File: src/rtl/wb_grf.sv
// Writeback-side general-purpose register file: 31 writable registers, two
// combinational read ports with optional write bypass, plus trace and commit count.
module wb_grf #(
  parameter bit BYPASS     = 1'b1,
  parameter bit TRACE_ZERO = 1'b0
) (
  input  logic        clk,
  input  logic        reset,
  input  logic        we,
  input  logic [4:0]  waddr,
  input  logic [31:0] wdata,
  input  logic [31:0] wpc,
  input  logic [4:0]  raddr1,
  input  logic [4:0]  raddr2,
  output logic [31:0] rdata1,
  output logic [31:0] rdata2,
  output logic        trace_valid,
  output logic [31:0] trace_pc,
  output logic [4:0]  trace_addr,
  output logic [31:0] trace_data,
  output logic [31:0] wcount
);

  logic [31:0] regs [1:31];
  logic        commit;
  logic        traced;

  assign commit = we && (waddr != 5'd0);
  assign traced = commit || ((TRACE_ZERO == 1'b1) && we);

  always_ff @(posedge clk or negedge reset) begin
    if (!reset) begin
      for (int i = 1; i < 32; i++) begin
        regs[i] <= '0;
      end
    end else if (commit) begin
      regs[waddr] <= wdata;
    end
  end

  // Reads are gated by reset so the bypass cannot leak wdata while held in reset.
  always_comb begin
    rdata1 = '0;
    if (reset && (raddr1 != 5'd0)) begin
      if ((BYPASS == 1'b1) && we && (waddr == raddr1)) rdata1 = wdata;
      else                                             rdata1 = regs[raddr1];
    end
  end

  always_comb begin
    rdata2 = '0;
    if (reset && (raddr2 != 5'd0)) begin
      if ((BYPASS == 1'b1) && we && (waddr == raddr2)) rdata2 = wdata;
      else                                             rdata2 = regs[raddr2];
    end
  end

  always_ff @(posedge clk or negedge reset) begin
    if (!reset) begin
      trace_valid <= 1'b0;
      trace_pc    <= '0;
      trace_addr  <= '0;
      trace_data  <= '0;
    end else begin
      trace_valid <= traced;
      if (traced) begin
        trace_pc   <= wpc;
        trace_addr <= waddr;
        trace_data <= commit ? wdata : 32'd0;
      end
    end
  end

  always_ff @(posedge clk or negedge reset) begin
    if (!reset)      wcount <= '0;
    else if (commit) wcount <= wcount + 32'd1;
  end

endmodule

File: config.mk
export PLATFORM = sky130hd
export DESIGN_NAME = wb_grf
export DESIGN_NICKNAME = d
export VERILOG_FILES = /design/src/rtl/wb_grf.sv
export SDC_FILE = /design/constraint.sdc
export NUM_CORES = 2
export LEC_CHECK = 0
export BUFFER_PORTS_ARGS = -buffer_cell sky130_fd_sc_hd__buf_2
export CAP_MARGIN = 5
export CORE_MARGIN = 4
export CORE_UTILIZATION = 45
export CTS_BUF_LIST = sky130_fd_sc_hd__clkbuf_4 sky130_fd_sc_hd__clkbuf_8
export DETAILED_ROUTE_END_ITERATION = 12
export PLACE_DENSITY_LB_ADDON = 0.1
export SLEW_MARGIN = 0
export SYNTH_ARGS = -nofsm -noshare
export SYNTH_HDL_FRONTEND = slang
export SYNTH_SLANG_ARGS = --single-unit
File: constraint.sdc
create_clock -name clk -period 4.6 [get_ports clk]
set_input_delay 0.69 -clock clk [delete_from_list [all_inputs] [get_ports clk]]
set_output_delay 0.69 -clock clk [all_outputs]
set_load 0.05 [all_outputs]
# [Word-level counts from Yosys, hierarchy flattened]
# Cells that the tools add are included.
[word_totals] ff_bits=1094 input_bits=82 output_inout_bits=166 wordCells=68
[op_classes] n_addsub=1 order_cmp=4 n_eq_ne=2 muxes=13 n_bitwise=3 n_reduce_logical=9
[ops] operator="$bwmux W992" n=1
[ops] operator="$bmux W32 S5" n=2
[ops] operator="$mux W32" n=9
[ops] operator="$demux W32 S5" n=1
[ops] operator="$add A32 B1 Y32 const B" n=1
[ops] operator="$ge A6 B6 Y1 const B" n=3
[ops] operator="$not A5 Y6" n=3
[ops] operator="$reduce_bool A5 Y1" n=3
[ops] operator="$eq A5 B5 Y1" n=2
[ops] operator="$logic_and A1 B1 Y1" n=6
[ops] operator="$lt A6 B1 Y1 const B" n=1

# [Depth between registers and ports, before layout]
[depth] depth_word=6 mapped_depth=9 ltp_nobuf=5

# [Worst setup path before layout]
# Ideal clock, no wire load.
[synth_timing] path_type="input port to output port" start="in raddr1[0]" end="out rdata1[10]" arrival_ps=2675 slack_ps=1235 path_stages=8 n_path_buf=3 path_cell_list="buf_2 -> buf_4 -> xnor2_1 -> and4_1 -> nand2_1 -> nand3_2 -> buf_2 -> o221ai_1"
[synth_between] elab_chain_len=6
[synth_rtl] item="start, declared" line_no="13" source="input logic [4:0] raddr1,"
[synth_rtl] item="$not A5 Y6 (not written as such)" line_no="46" source="else rdata1 = regs[raddr1];"
[synth_rtl] item="$bmux W32 S5" line_no="46"
[synth_rtl] item="$mux W32 (not written as such) (2 in a row)" line_no="46"
[synth_rtl] item="$mux W32" line_no="45" source="if ((BYPASS == 1'b1) && we && (waddr == raddr1)) rdata1 = wdata;"
[synth_rtl] item="$mux W32 (*)" line_no="44" source="if (reset && (raddr1 != 5'd0)) begin"
[synth_rtl] item="end, declared" line_no="15" source="output logic [31:0] rdata1,"
# Mark *: on every way between the ends. The rest lies on a longest branch, timed or not. The select of a mux whose other input is x is not followed.

# [Worst setup path in the final report]
[layout_timing] start="in raddr1[0]" end="out rdata1[31]"
# The elaborated chain is that of the path after synthesis.

==> summary by stage <==
Critical path
The arrival time of data at the critical path endpoint is 3820 ps. The worst setup path is launched from an input pin. The destination of the worst register-to-register timing path is wcount[13]$_DFFE_PN0P_. The largest driver fanout on the critical path is 46. The critical path capture point type is a primary output. STA puts the critical path data required time at 3910 ps. The start point of the critical path is raddr1[0]. The class of the most critical setup path is input pin to primary output. The worst register-to-register path has a setup slack of 2470 ps.

The worst reg-to-reg path cell count is 5. The startpoint of the lowest-slack register-to-register path is wcount[0]$_DFFE_PN0P_. Following the worst setup path forward leads to its endpoint at rdata1[31].

GRT
The global-route usage over all layers is 29.28%. Entering global routing, the biggest net connects 174 pins. The first global-routing pass estimated 283700 µm of wire.

Global routing finished with a remaining overflow of 0. The initial antenna violation count was 18. The number of global-route vias before repair is 40750.

Final layout
The post-route cell area is 65340 µm². After filler insertion, the fill cell instance count of the layout stands at 10900. The footprint of the multi-input gates is 27560 µm².

The share of post-route cells with drive strength above 1 is 38.69%. The footprint of the flip-flops and latches is 27380 µm². From synthesis to final layout, the design area changed by 14.97%. The number of nets in the layout is 4810.

Timing
On the final layout, the worst clock skew is 12.35 ps. The actual slew at the worst max-slew pin is 1247 ps. The count of final max-slew check failures was 0.

The total negative setup slack is 0 ps. The final period utilization is 97.94%. The worst slew margin relative to its limit is 15.85%. The highest achievable clock rate is 222.0 MHz. Setup violations remaining at the end of the flow were counted as 0. After layout, the worst setup slack is 94.98 ps. On the final layout, the worst hold slack is 55.85 ps. The number of hold violations in the final report is 0. Setup repair after global routing left no endpoint under its margin. The time the worst path needs with I/O delays and setup is 4505 ps.

Routing
The average wire length per cell after detail routing is 29.52 µm. Summed over all layers, the routed wires come to 192500 µm. The number of nets with antenna violations after detailed routing is 0. The total number of vias is 40500. The number of design-rule violations left by the first detailed-router iteration is 3779.

The post-detailed-route DRC marker count is 0. The number of optimization iterations in the first detailed-route pass is 6. After detailed routing, the number of vias per cell comes to 6.208.

Clock tree
The number of clock sinks seen by CTS is 1094. Buffers added to address setup during post-CTS repair amount to 0. The clock transition at the registers of the reported paths is 50 ps. The longest clock path from root to sink contains 3 buffers. The clock reaches the later pin of the worst-skew pair after 900 ps.

TritonCTS created 190 clock buffers. The count of H-tree levels built during CTS is 4. The clock tree from TritonCTS is done. The root buffer cell is clkbuf_8.

Power
The leakage power figure is 0.02896 µW. In this run the power density over the cells is 432.5 nW/µm². The maximum resistive drop on vdd is 0.3143 mV. Overall power consumption after layout is estimated at 28260 µW.

Floorplan
The core outline area is 125600 µm². From bottom edge to top edge, the die measures 363.4 µm. The effective utilization at floorplan is 45.26%.

The area enclosed by the die boundary is 132000 µm². From left edge to right edge, the die measures 363.4 µm. The number of ports placed on the die boundary is 248. The total number of placement rows is 130.

Placement
Before CTS, the worst setup slack after placement is 374.8 ps. Once placement finished, the instance area stood at 60930 µm². During placement, the flow inserted port buffers numbering 247.

Detailed placement ended at an HPWL of 117700 µm. The global placement routability congestion is 0.8113.

Synthesis
Counting flops with an async set or reset pin after synthesis yields a share of 100.0%. The flip-flop and latch count after synthesis is 1094. The top cell type by area accounts for 48.17% of the synthesized area. The synthesized cell area is 56830 µm². Ranked by total cell area, the synthesized netlist is headed by dfrtp_1 (48%), mux4_2 (16%), mux2_2 (13%), nand2_1 (4.3%), o21ai_0 (4.2%). The number of different library cells in the post-synthesis netlist is 54.

In this run, synthesis inferred 0 flip-flops with an integrated enable. Synthesis handed over a netlist of 4526 instances. The number of synthesis warnings is 0. The register area share after synthesis is 48.17%. The top flip-flop cell by instance count after synthesis is dfrtp_1. The average instance in the mapped netlist occupies 12.56 µm². Of all cell types, the one taking the most synthesized area is dfrtp_1. The number of nets produced by synthesis is 4609.

Run status
The flow ran to the end, and the final reports show no timing, DRC or antenna violations.

Flow run
The total of max-cap violations is 0.

Min path
The worst hold path belongs to the class input pin to async pin.
## critical path, cell delays in order
cell      delay [ps]
buf_8            480
nor2b_4           70
buf_4            320
a22oi_1          250
nor2_1            50
o311ai_0        1010
o221ai_1         560
buf_12           300
## state kept, by name, summed over array words and instances (netlist names)
signal,flops
trace_data,32
trace_addr,5
trace_valid,1
regs,992
trace_pc,32
wcount,32
## metal layers
layer	global-route usage, %	routed length (µm)	vias up
met3	8.616	17720	321
met1	42.60	85400	21190
met4	8.609	4763	12
met2	42.72	84290	1722
met5	0	368	-
li1	-	-	17250
## logic make-up after synthesis
family / after synthesis / share of synthesized area (%)
simple gates: 883 / 6.455
mux: 1245 / 32.39
xor+xnor: 41 / 0.6318
compound gates: 796 / 8.612
flops: 1094 / 48.17
buf+inv: 466 / 3.716
fa+ha+maj: 1 / 0.02201
## metrics by stage
stage / instances / util, %
3_5_place_dp: 6149 / 48.52
2_1_floorplan: 4526 / -
3_3_place_gp: 6149 / 48.52
4_1_cts: 6517 / 52.02
5_1_grt: 6518 / 52.03
6_report: 6523 / 52.04
## how the worst min path moves through the flow
stage,startpoint,to,slack [ps]
6_report,reset,regs[562]$_DFFE_PN0P_,60
3_3_place_gp,trace_pc[18]$_DFFE_PN0P_,trace_pc[18]$_DFFE_PN0P_,450
2_1_floorplan,reset,regs[0]$_DFFE_PN0P_,390
5_1_grt,reset,regs[209]$_DFFE_PN0P_,80
4_1_cts,reset,regs[562]$_DFFE_PN0P_,4
3_5_place_dp,trace_pc[20]$_DFFE_PN0P_,trace_pc[20]$_DFFE_PN0P_,460
## layout by cell type, fill, tap and decap left out, types with 6 or more instances in the layout
cell           instances
nand3_1               18
nor2_1                72
o221a_2                7
nand2_1              641
a211o_1               32
nor2_4                16
mux2i_1              163
a22oi_1               32
mux4_2               408
a211oi_1              64
nand2_2               17
o21ai_0              480
buf_12                92
o311ai_0              16
inv_1                 29
buf_8                  6
buf_4                126
clkinv_2              16
o211ai_1               7
o22ai_1               61
clkbuf_4              64
o221ai_1              32
buf_2                185
nand4_1               10
diode_2                6
dlygate4sd3_1         35
mux2_2               674
nor2b_1               34
clkbuf_8             247
o311ai_1              12
xnor2_1               31
and3_1                 7
a21oi_1                8
nand3b_1               6
xor2_1                10
dfrtp_1             1094
nor4_1                31
a221oi_1              35
## where the power goes
part           total [µW]  internal (µW)  switching [µW]  leakage (µW)
Clock                9440           5330            4110       0.00216
Combinational        6100           3150            2950        0.0128
Sequential          12700          11400            1320        0.0141
## layout make-up
cell class | instances | share of cell area, %
clock inverters | 21 | 0.2183
diodes | 6 | 0.02298
repair buffers | 446 | 6.417
well taps | 1650 | 3.160
flip-flops and latches | 1094 | 41.90
inverters | 29 | 0.1666
clock buffers | 311 | 5.938
multi-input cells | 2966 | 42.18
## repair_timing
| action | CTS | global route |
|---|---|---|
| hold buffers | 36 | 0 |
| resized for setup | 0 | 0 |
| hold endpoints to repair | 142 | 0 |
## synth_stat cells (6+ instances only)
master and number:
o311ai_1 12, nor4_1 31, o221a_2 7, o221ai_1 32, nand2_1 657, mux2i_1 163
clkbuf_1 250, buf_2 140, o311ai_0 16, mux2_2 674, nand3b_1 6, a22oi_1 32
a21oi_1 8, o211ai_1 7, dfrtp_1 1094, nor2b_1 36, and3_1 7, nor2_1 88
buf_1 9, a211oi_1 64, a221oi_1 35, o22ai_1 61, xnor2_1 31, nand3_1 18
mux4_2 408, xor2_1 10, a211o_1 33, inv_1 29, nand4_1 10, buf_6 12
o21ai_0 480, buf_4 26
Note: power is estimated with default switching activity, not from simulation.
